--- config.mk ---
export PLATFORM = sky130hd
export DESIGN_NAME = mux_key_scanner_flat
export DESIGN_NICKNAME = d
export VERILOG_FILES = /design/src/rtl/mux_key_scanner_if.sv /design/src/rtl/mux_key_scanner.sv /design/src/flat_wrapper.sv
export SDC_FILE = /design/constraint.sdc
export NUM_CORES = 1
export LEC_CHECK = 0
export ABC_AREA = 1
export CAP_MARGIN = 20
export CORE_MARGIN = 5
export CORE_UTILIZATION = 55
export DETAILED_ROUTE_END_ITERATION = 12
export DONT_BUFFER_PORTS = 1
export GPL_ROUTABILITY_DRIVEN = 0
export GPL_TIMING_DRIVEN = 0
export PLACE_DENSITY_LB_ADDON = 0.12
export SYNTH_ARGS = -nofsm -noshare
export SYNTH_HDL_FRONTEND = slang
export SYNTH_SLANG_ARGS = --single-unit
--- constraint.sdc ---
create_clock -name clk -period 1.64 [get_ports clk]
set_clock_uncertainty 0.15 [all_clocks]
set_input_delay 0.41 -clock clk [delete_from_list [all_inputs] [get_ports clk]]
set_output_delay 0.41 -clock clk [all_outputs]
set_load 0.01 [all_outputs]
--- src/rtl/mux_key_scanner_if.sv ---
// Scanner-side bundle: scan request, mux select/return and the sample handshake.
// valid/ready: sample is held stable while valid=1 and moves only on an edge with valid&&ready.
interface mux_key_scanner_if;
    logic       start;
    logic [3:0] ch_mask;
    logic       mux_out;
    logic [1:0] key;
    logic [3:0] sample;
    logic       valid;
    logic       ready;
    logic       busy;

    modport master (
        input  start, ch_mask, mux_out, ready,
        output key, sample, valid, busy
    );

    modport slave (
        output start, ch_mask, mux_out, ready,
        input  key, sample, valid, busy
    );
endinterface

--- src/rtl/mux_key_scanner.sv ---
// Steps the 4:1 mux select through the enabled channels, settles, samples mux_out into a
// capture word and offers it downstream over valid/ready. One scan per accepted start.
module mux_key_scanner #(
    parameter int SETTLE = 2,
    parameter int NCH    = 4
) (
    input  logic                clk,
    input  logic                rst_n,
    mux_key_scanner_if.master   bus,
    output logic [1:0]          dbg_state_o
);
    typedef enum logic [1:0] {
        S_IDLE = 2'd0,
        S_SEL  = 2'd1,
        S_DONE = 2'd2
    } state_t;

    localparam int           KW       = $clog2(NCH);
    localparam logic [3:0]   SETTLE_C = 4'(SETTLE);

    state_t           state_q, state_d;
    logic [KW-1:0]    key_q, key_d;
    logic [NCH-1:0]   mask_q, mask_d;
    logic [NCH-1:0]   sample_q, sample_d;
    logic             valid_q, valid_d;
    logic [3:0]       cnt_q, cnt_d;

    logic             accept;
    logic             take;
    logic             has_next;
    logic [KW-1:0]    first_key;
    logic [KW-1:0]    next_key;

    // Descending walk: the last hit is the lowest enabled channel (above key_q for next_key).
    always_comb begin
        first_key = '0;
        next_key  = key_q;
        has_next  = 1'b0;
        for (int i = NCH - 1; i >= 0; i--) begin
            if (bus.ch_mask[i]) begin
                first_key = KW'(i);
            end
            if (mask_q[i] && (i > int'(key_q))) begin
                has_next = 1'b1;
                next_key = KW'(i);
            end
        end
    end

    assign accept = bus.start && (bus.ch_mask != '0);

    always_comb begin
        state_d  = state_q;
        key_d    = key_q;
        mask_d   = mask_q;
        sample_d = sample_q;
        valid_d  = valid_q;
        cnt_d    = cnt_q;
        take     = 1'b0;

        case (state_q)
            S_IDLE: begin
                key_d = '0;
                take  = accept;
            end
            S_SEL: begin
                if (cnt_q == SETTLE_C) begin
                    sample_d[key_q] = bus.mux_out;
                    if (has_next) begin
                        key_d = next_key;
                        cnt_d = '0;
                    end else begin
                        valid_d = 1'b1;
                        state_d = S_DONE;
                    end
                end else begin
                    cnt_d = cnt_q + 4'd1;
                end
            end
            S_DONE: begin
                if (bus.ready) begin
                    if (accept) begin
                        take = 1'b1;
                    end else begin
                        state_d = S_IDLE;
                        valid_d = 1'b0;
                        key_d   = '0;
                    end
                end
            end
            default: begin
                state_d = S_IDLE;
                valid_d = 1'b0;
                key_d   = '0;
            end
        endcase

        // A new scan starts from IDLE or straight out of a completed handshake.
        if (take) begin
            mask_d   = bus.ch_mask;
            sample_d = '0;
            key_d    = first_key;
            cnt_d    = '0;
            valid_d  = 1'b0;
            state_d  = S_SEL;
        end
    end

    always_ff @(posedge clk) begin
        if (!rst_n) begin
            state_q  <= S_IDLE;
            key_q    <= '0;
            mask_q   <= '0;
            sample_q <= '0;
            valid_q  <= 1'b0;
            cnt_q    <= '0;
        end else begin
            state_q  <= state_d;
            key_q    <= key_d;
            mask_q   <= mask_d;
            sample_q <= sample_d;
            valid_q  <= valid_d;
            cnt_q    <= cnt_d;
        end
    end

    assign bus.key     = key_q;
    assign bus.sample  = sample_q;
    assign bus.valid   = valid_q;
    assign bus.busy    = (state_q != S_IDLE);
    assign dbg_state_o = state_q;
endmodule

--- src/flat_wrapper.sv ---
// flat-port wrapper written by rule: the top's interface ports become plain ports
module mux_key_scanner_flat 
#(
    parameter int SETTLE = 2,
    parameter int NCH    = 4
)
  (clk, rst_n, dbg_state_o, bus_start, bus_ch_mask, bus_mux_out, bus_ready, bus_key, bus_sample, bus_valid, bus_busy);
  mux_key_scanner_if bus_i ();
  input  logic clk;
  input  logic rst_n;
  output logic [1:0] dbg_state_o;
  input wire logic [$bits(bus_i.start)-1:0] bus_start;
  input wire logic [$bits(bus_i.ch_mask)-1:0] bus_ch_mask;
  input wire logic [$bits(bus_i.mux_out)-1:0] bus_mux_out;
  input wire logic [$bits(bus_i.ready)-1:0] bus_ready;
  output wire logic [$bits(bus_i.key)-1:0] bus_key;
  output wire logic [$bits(bus_i.sample)-1:0] bus_sample;
  output wire logic [$bits(bus_i.valid)-1:0] bus_valid;
  output wire logic [$bits(bus_i.busy)-1:0] bus_busy;
  assign bus_i.start = bus_start;
  assign bus_i.ch_mask = bus_ch_mask;
  assign bus_i.mux_out = bus_mux_out;
  assign bus_i.ready = bus_ready;
  assign bus_key = bus_i.key;
  assign bus_sample = bus_i.sample;
  assign bus_valid = bus_i.valid;
  assign bus_busy = bus_i.busy;
  mux_key_scanner #(.SETTLE(SETTLE), .NCH(NCH)) u_core (.clk(clk), .rst_n(rst_n), .bus(bus_i), .dbg_state_o(dbg_state_o));
endmodule
=== Yosys cells after proc, flatten, opt, wreduce, memory -nomap -nowiden ===
Index checks and enable logic that the tools add are counted.
Widths: inputs -> output; s select.

* Equal/unequal tests: 15
* $add $sub $neg: 1
* Reduce and logical (&&, ||, !) cells: 14
* Magnitude comparators: 5
* Bitwise logic cells: 2
* Multiplexer cells: 33

{| class="wikitable"
|+ Operators with widths
! cell !! count
|-
| $mux 2 || 14
|-
| $reduce_and 5->1 || 3
|-
| $mux 1 || 11
|-
| $mux 4 || 2
|-
| $ne 2x1->1 const B || 3
|-
| $ne 2x2->1 const B || 3
|-
| $ne 3x1->1 const B || 2
|-
| $ne 3x2->1 const B || 2
|-
| $pmux 2 s3 || 1
|-
| $logic_and 1x1->1 || 5
|-
| $ne 5x1->1 const B || 1
|-
| $add 4x1->4 const B || 1
|-
| $bwmux 4 || 1
|-
| $eq 4x2->1 const B || 1
|-
| $gt 2x2->1 const A || 2
|-
| $pmux 2 s2 || 1
|-
| $reduce_and 2->1 || 2
|-
| $reduce_bool 4->1 || 1
|-
| $lt 2x3->1 const B || 1
|-
| $ne 3x3->1 const B || 1
|-
| $pmux 1 s3 || 1
|-
| $demux 1 s2 || 1
|-
| $eq 2x1->1 const B || 1
|-
| $eq 2x2->1 const B || 1
|-
| other kinds (7) || 8
|}

* Bits of input ports: 9
* Word-level logic and storage cells: 77
* Register bits: 17

=== Longest topological paths before layout ===
* Word-level depth: 9
* Depth in mapped cells: 9

=== Worst setup path before layout ===
OpenSTA, ideal clock, no wires.

* Path kind: register to register
* Start point: register u_core.state_q[0] (netlist: u_core.dbg_state_o[0])
* End point: register u_core.key_q[1] (netlist: u_core.bus.key[1])
* Setup time: 0.114 ns
* Slack: 0.361 ns
* Stages on the path, launching flop included: 9
* Period minus slack after synthesis: 1.279 ns
* Arrival time: 1.015 ns
* Required time: 1.376 ns
* Cell sequence: dfxtp_1 > inv_2 > nor2_4 > buf_6 > nand4_1 > nand2_2 > nand2_1 > nand2_1 > nor2_2

* Longest elaborated chain between the ends: 4

{| class="wikitable"
|+ RTL lines
! item !! line !! source
|-
| start, declared || mux_key_scanner.sv:21 || <nowiki>state_t state_q, state_d;</nowiki>
|-
| start signal, assigned || mux_key_scanner.sv:118 || <nowiki>state_q <= state_d;</nowiki>
|-
| $eq 2x2->1 or $logic_not 2->1 (tied branches) || mux_key_scanner.sv:61 || <nowiki>case (state_q)</nowiki>
|-
| $pmux 1 s2 || mux_key_scanner.sv:61 ||
|-
| $ne 5x1->1 (no line) (tied with other cells) || - ||
|-
| $reduce_and 5->1 (no line) || - ||
|-
| end signal, assigned || mux_key_scanner.sv:119 || <nowiki>key_q <= key_d;</nowiki>
|-
| end, declared || mux_key_scanner.sv:22 || <nowiki>logic [KW-1:0] key_q, key_d;</nowiki>
|}

Parallel ways exist; a longest one is shown, timed or not.
A chain may end at the register's enable or synchronous reset.

==> impl_metrics.toml <==
[status]
status = "finished clean"

[clock_network]
root_buffer = "clkbuf_4"
clock_sinks = 15
clk_pin_slew_ns = 0.09
htree_levels = 1
postCtsResizedCells = 0
tritoncts = "yes"
holdBufCountCts = 0
clk_path_buf_depth = 2
cts_setup_buffers = 0
cts_buffers = 3
insertion_delay_ns = 0.28

[synthesis]
synth_nets = 141
yosysWarnings = 0
synth_area_leaders = "dfxtp_1 34%, nand2_1 15%, nor2_1 6.4%, nor2_4 5.1%, nand4_1 5.0%"
synth_top_area_cell = "dfxtp_1"
syn_area_um2 = 883
synth_cell_types = 20
yosysSeqAreaShare = 0.340
synthCells = 132
synth_top_area_share = 0.340
synth.avg_cell_area_um2 = 6.69
synth-seq-cells = 15

[floorplan]
fp.dieH_um = 50.1
die_area_um2 = 2510
die_w_um = 50.1
ios = 19
initial_core_util = 0.586
core_um2 = 1510
rows = 14

[drt]
drt-initial-drc-count = 12
wl_per_cell_um = 11.4
ant_nets = 0
routed_wl_mm = 1.74
vias = 824
drc = 0
vias_per_cell = 5.42
drtPass1Iterations = 4

[critical_path]
worst-endpoint-arrival_ns = 0.97
critPathMaxFanout = 5
r2r-start = "u_core.bus.valid"
path_class = "flip-flop to primary output"
endpoint_kind = "primary output"
cp_slowest_cell = "dfxtp_1"
timing.rr.end = "u_core.bus.valid"
crit_path_start_kind = "flip-flop"
r2r_cells = 5
slowest_delay_ns = 0.51
critPathRequiredTime_ns = 1.08
regToRegSetupSlack_ns = 0.22
cp_cell_sequence = "inv_2, nand2_1"

[power_and_ir_drop]
leakage_nw = 0.413
worst_ir_drop_vdd_uv = 500
p_int_w = 0.000570
p_per_area_nw_per_um2 = 964
comb_power_share = 0.281
p_clk_frac = 0.232
p_sw_w = 0.000330
power_frac_seq = 0.487
swShare = 0.367

[final_layout]
n_fill_cell = 141
drive_gt1_frac = 0.221
instances_no_fill = 152
antenna_cells = 0
regArea_um2 = 303
final_nets = 146
syn_to_final_growth_pct = 5.67
multi_input_area_um2 = 500
final_area_um2 = 933
final_core_util = 0.620

[timing]
period_share = 0.933
relSlewSlack = 0.796
fin_tns_setup_ns = 0
setup_viol = 0
period_needed_ns = 1.53
rsz0062_at_grt = "false"
hold_violations = 0
fmax_ghz = 0.653
slew_violations = 0
worstMarginPinSlew_ns = 0.305

[global_route]
grt_usage = 0.148
antenna_found_initial = 0
grt_overflow = 0
grt_pass1_wl_mm = 3.03
grt_max_degree = 11
grt_pass1_vias = 743

[placement]
placement.cell_area_um2 = 903
portBuffers = 0
dp.cells = 148
dp_hpwl_mm = 1.36

[min_path]
worstHoldStart = "rst_n"
worst_hold_path_type = "input pin to flip-flop"
whs_endpoint = "u_core.bus.key[0]"
hold_depth = 2

[job]
maxCapViolations = 0
-- sequential cells by signal, summed over array words and instances, names as in the netlist --
name	cells
u_core.mask_q	3
u_core.dbg_state_o	1
u_core.cnt_q	4
u_core.bus.sample	4
u_core.bus.valid	1
u_core.bus.key	2
-- layout by cell type, fill, tap and decap left out --
master	count
a21oi_1	8
a21oi_2	2
buf_4	1
buf_6	1
clkbuf_4	3
clkinv_2	1
dfxtp_1	13
dfxtp_2	2
inv_1	10
inv_2	7
nand2_1	35
nand2_2	3
nand3_1	7
nand3_2	1
nand3_4	1
nand4_1	7
nor2_1	15
nor2_2	3
nor2_4	4
o21a_1	1
o21ai_0	5
o21ai_1	5
o21ai_2	1
-- metrics by stage --
| stage | worst slack, ns | hold WS (ns) | total power, W |
|---|---|---|---|
| after global routing | 0.0302 | 0.0677 | 0.000973 |
| final | 0.109 | 0.0939 | 0.000899 |
| after global placement | 0.212 | 0.356 | 0.000688 |
| after detailed placement | 0.197 | 0.368 | 0.000695 |
| after floorplan | 0.361 | 0.337 | 0.000653 |
| after CTS | 0.0990 | 0.0918 | 0.000906 |
-- how the worst max path moves through the flow --
stage / end / startpoint / slack (ns)
floorplan: u_core.bus.key[1] / u_core.dbg_state_o[0] / 0.36
global placement: u_core.dbg_state_o[0] / u_core.bus.key[1] / 0.21
detailed placement: u_core.dbg_state_o[0] / u_core.bus.key[1] / 0.20
CTS: bus_busy / u_core.bus.valid / 0.1
global route: bus_busy / u_core.bus.valid / 0.03
finish: bus_busy / u_core.bus.valid / 0.11
-- per-layer routing --
layer | vias up | share of wire | GRT usage
met4 | 0 | 0.014 | 0.0655
met5 | - | 0 | 0
met1 | 364 | 0.48 | 0.188
li1 | 435 | - | -
met2 | 21 | 0.44 | 0.228
met3 | 4 | 0.061 | 0.0422
-- synth_stat cells, drive strengths merged --
master and n:
o21ai 11, nand2 38, nor2 22, dfxtp 15, inv 17, buf 2, a21oi 10, nand4 7
nand3 9, o21a 1
-- power groups by stage --
stage               Clock, W  Combinational [W]  Sequential [W]
floorplan                  0           0.000216        0.000437
global placement           0           0.000245        0.000443
detailed placement         0           0.000251        0.000444
CTS                 0.000218           0.000252        0.000435
global route        0.000242           0.000288        0.000443
finish              0.000209           0.000253        0.000438
-- logic make-up (layout without fill, tap and decap cells) --
| kind of cell | count (synthesis) | count (layout) | share of synthesized area |
|---|---|---|---|
| simple gates | 76 | 76 | 0.426 |
| compound gates | 22 | 22 | 0.140 |
| flops | 15 | 15 | 0.340 |
| buf+inv | 19 | 23 | 0.0935 |
-- layout make-up --
cell class                 instances  share of cell area
sequential                        15               0.324
clock buffer                       3              0.0241
multi-input combinational         98               0.536
inverter                          17              0.0684
tap                               16              0.0214
clock inverter                     1             0.00536
buffer                             2              0.0201
-- worst max-delay path, delay by kind of cell, from the launching register on --
family | cells | cell delay (ns)
flip-flops | 1 | 0.51
AND/OR/NAND/NOR | 1 | 0.12
buffers and inverters | 1 | 0.07
(Power assumes the default switching activity.)
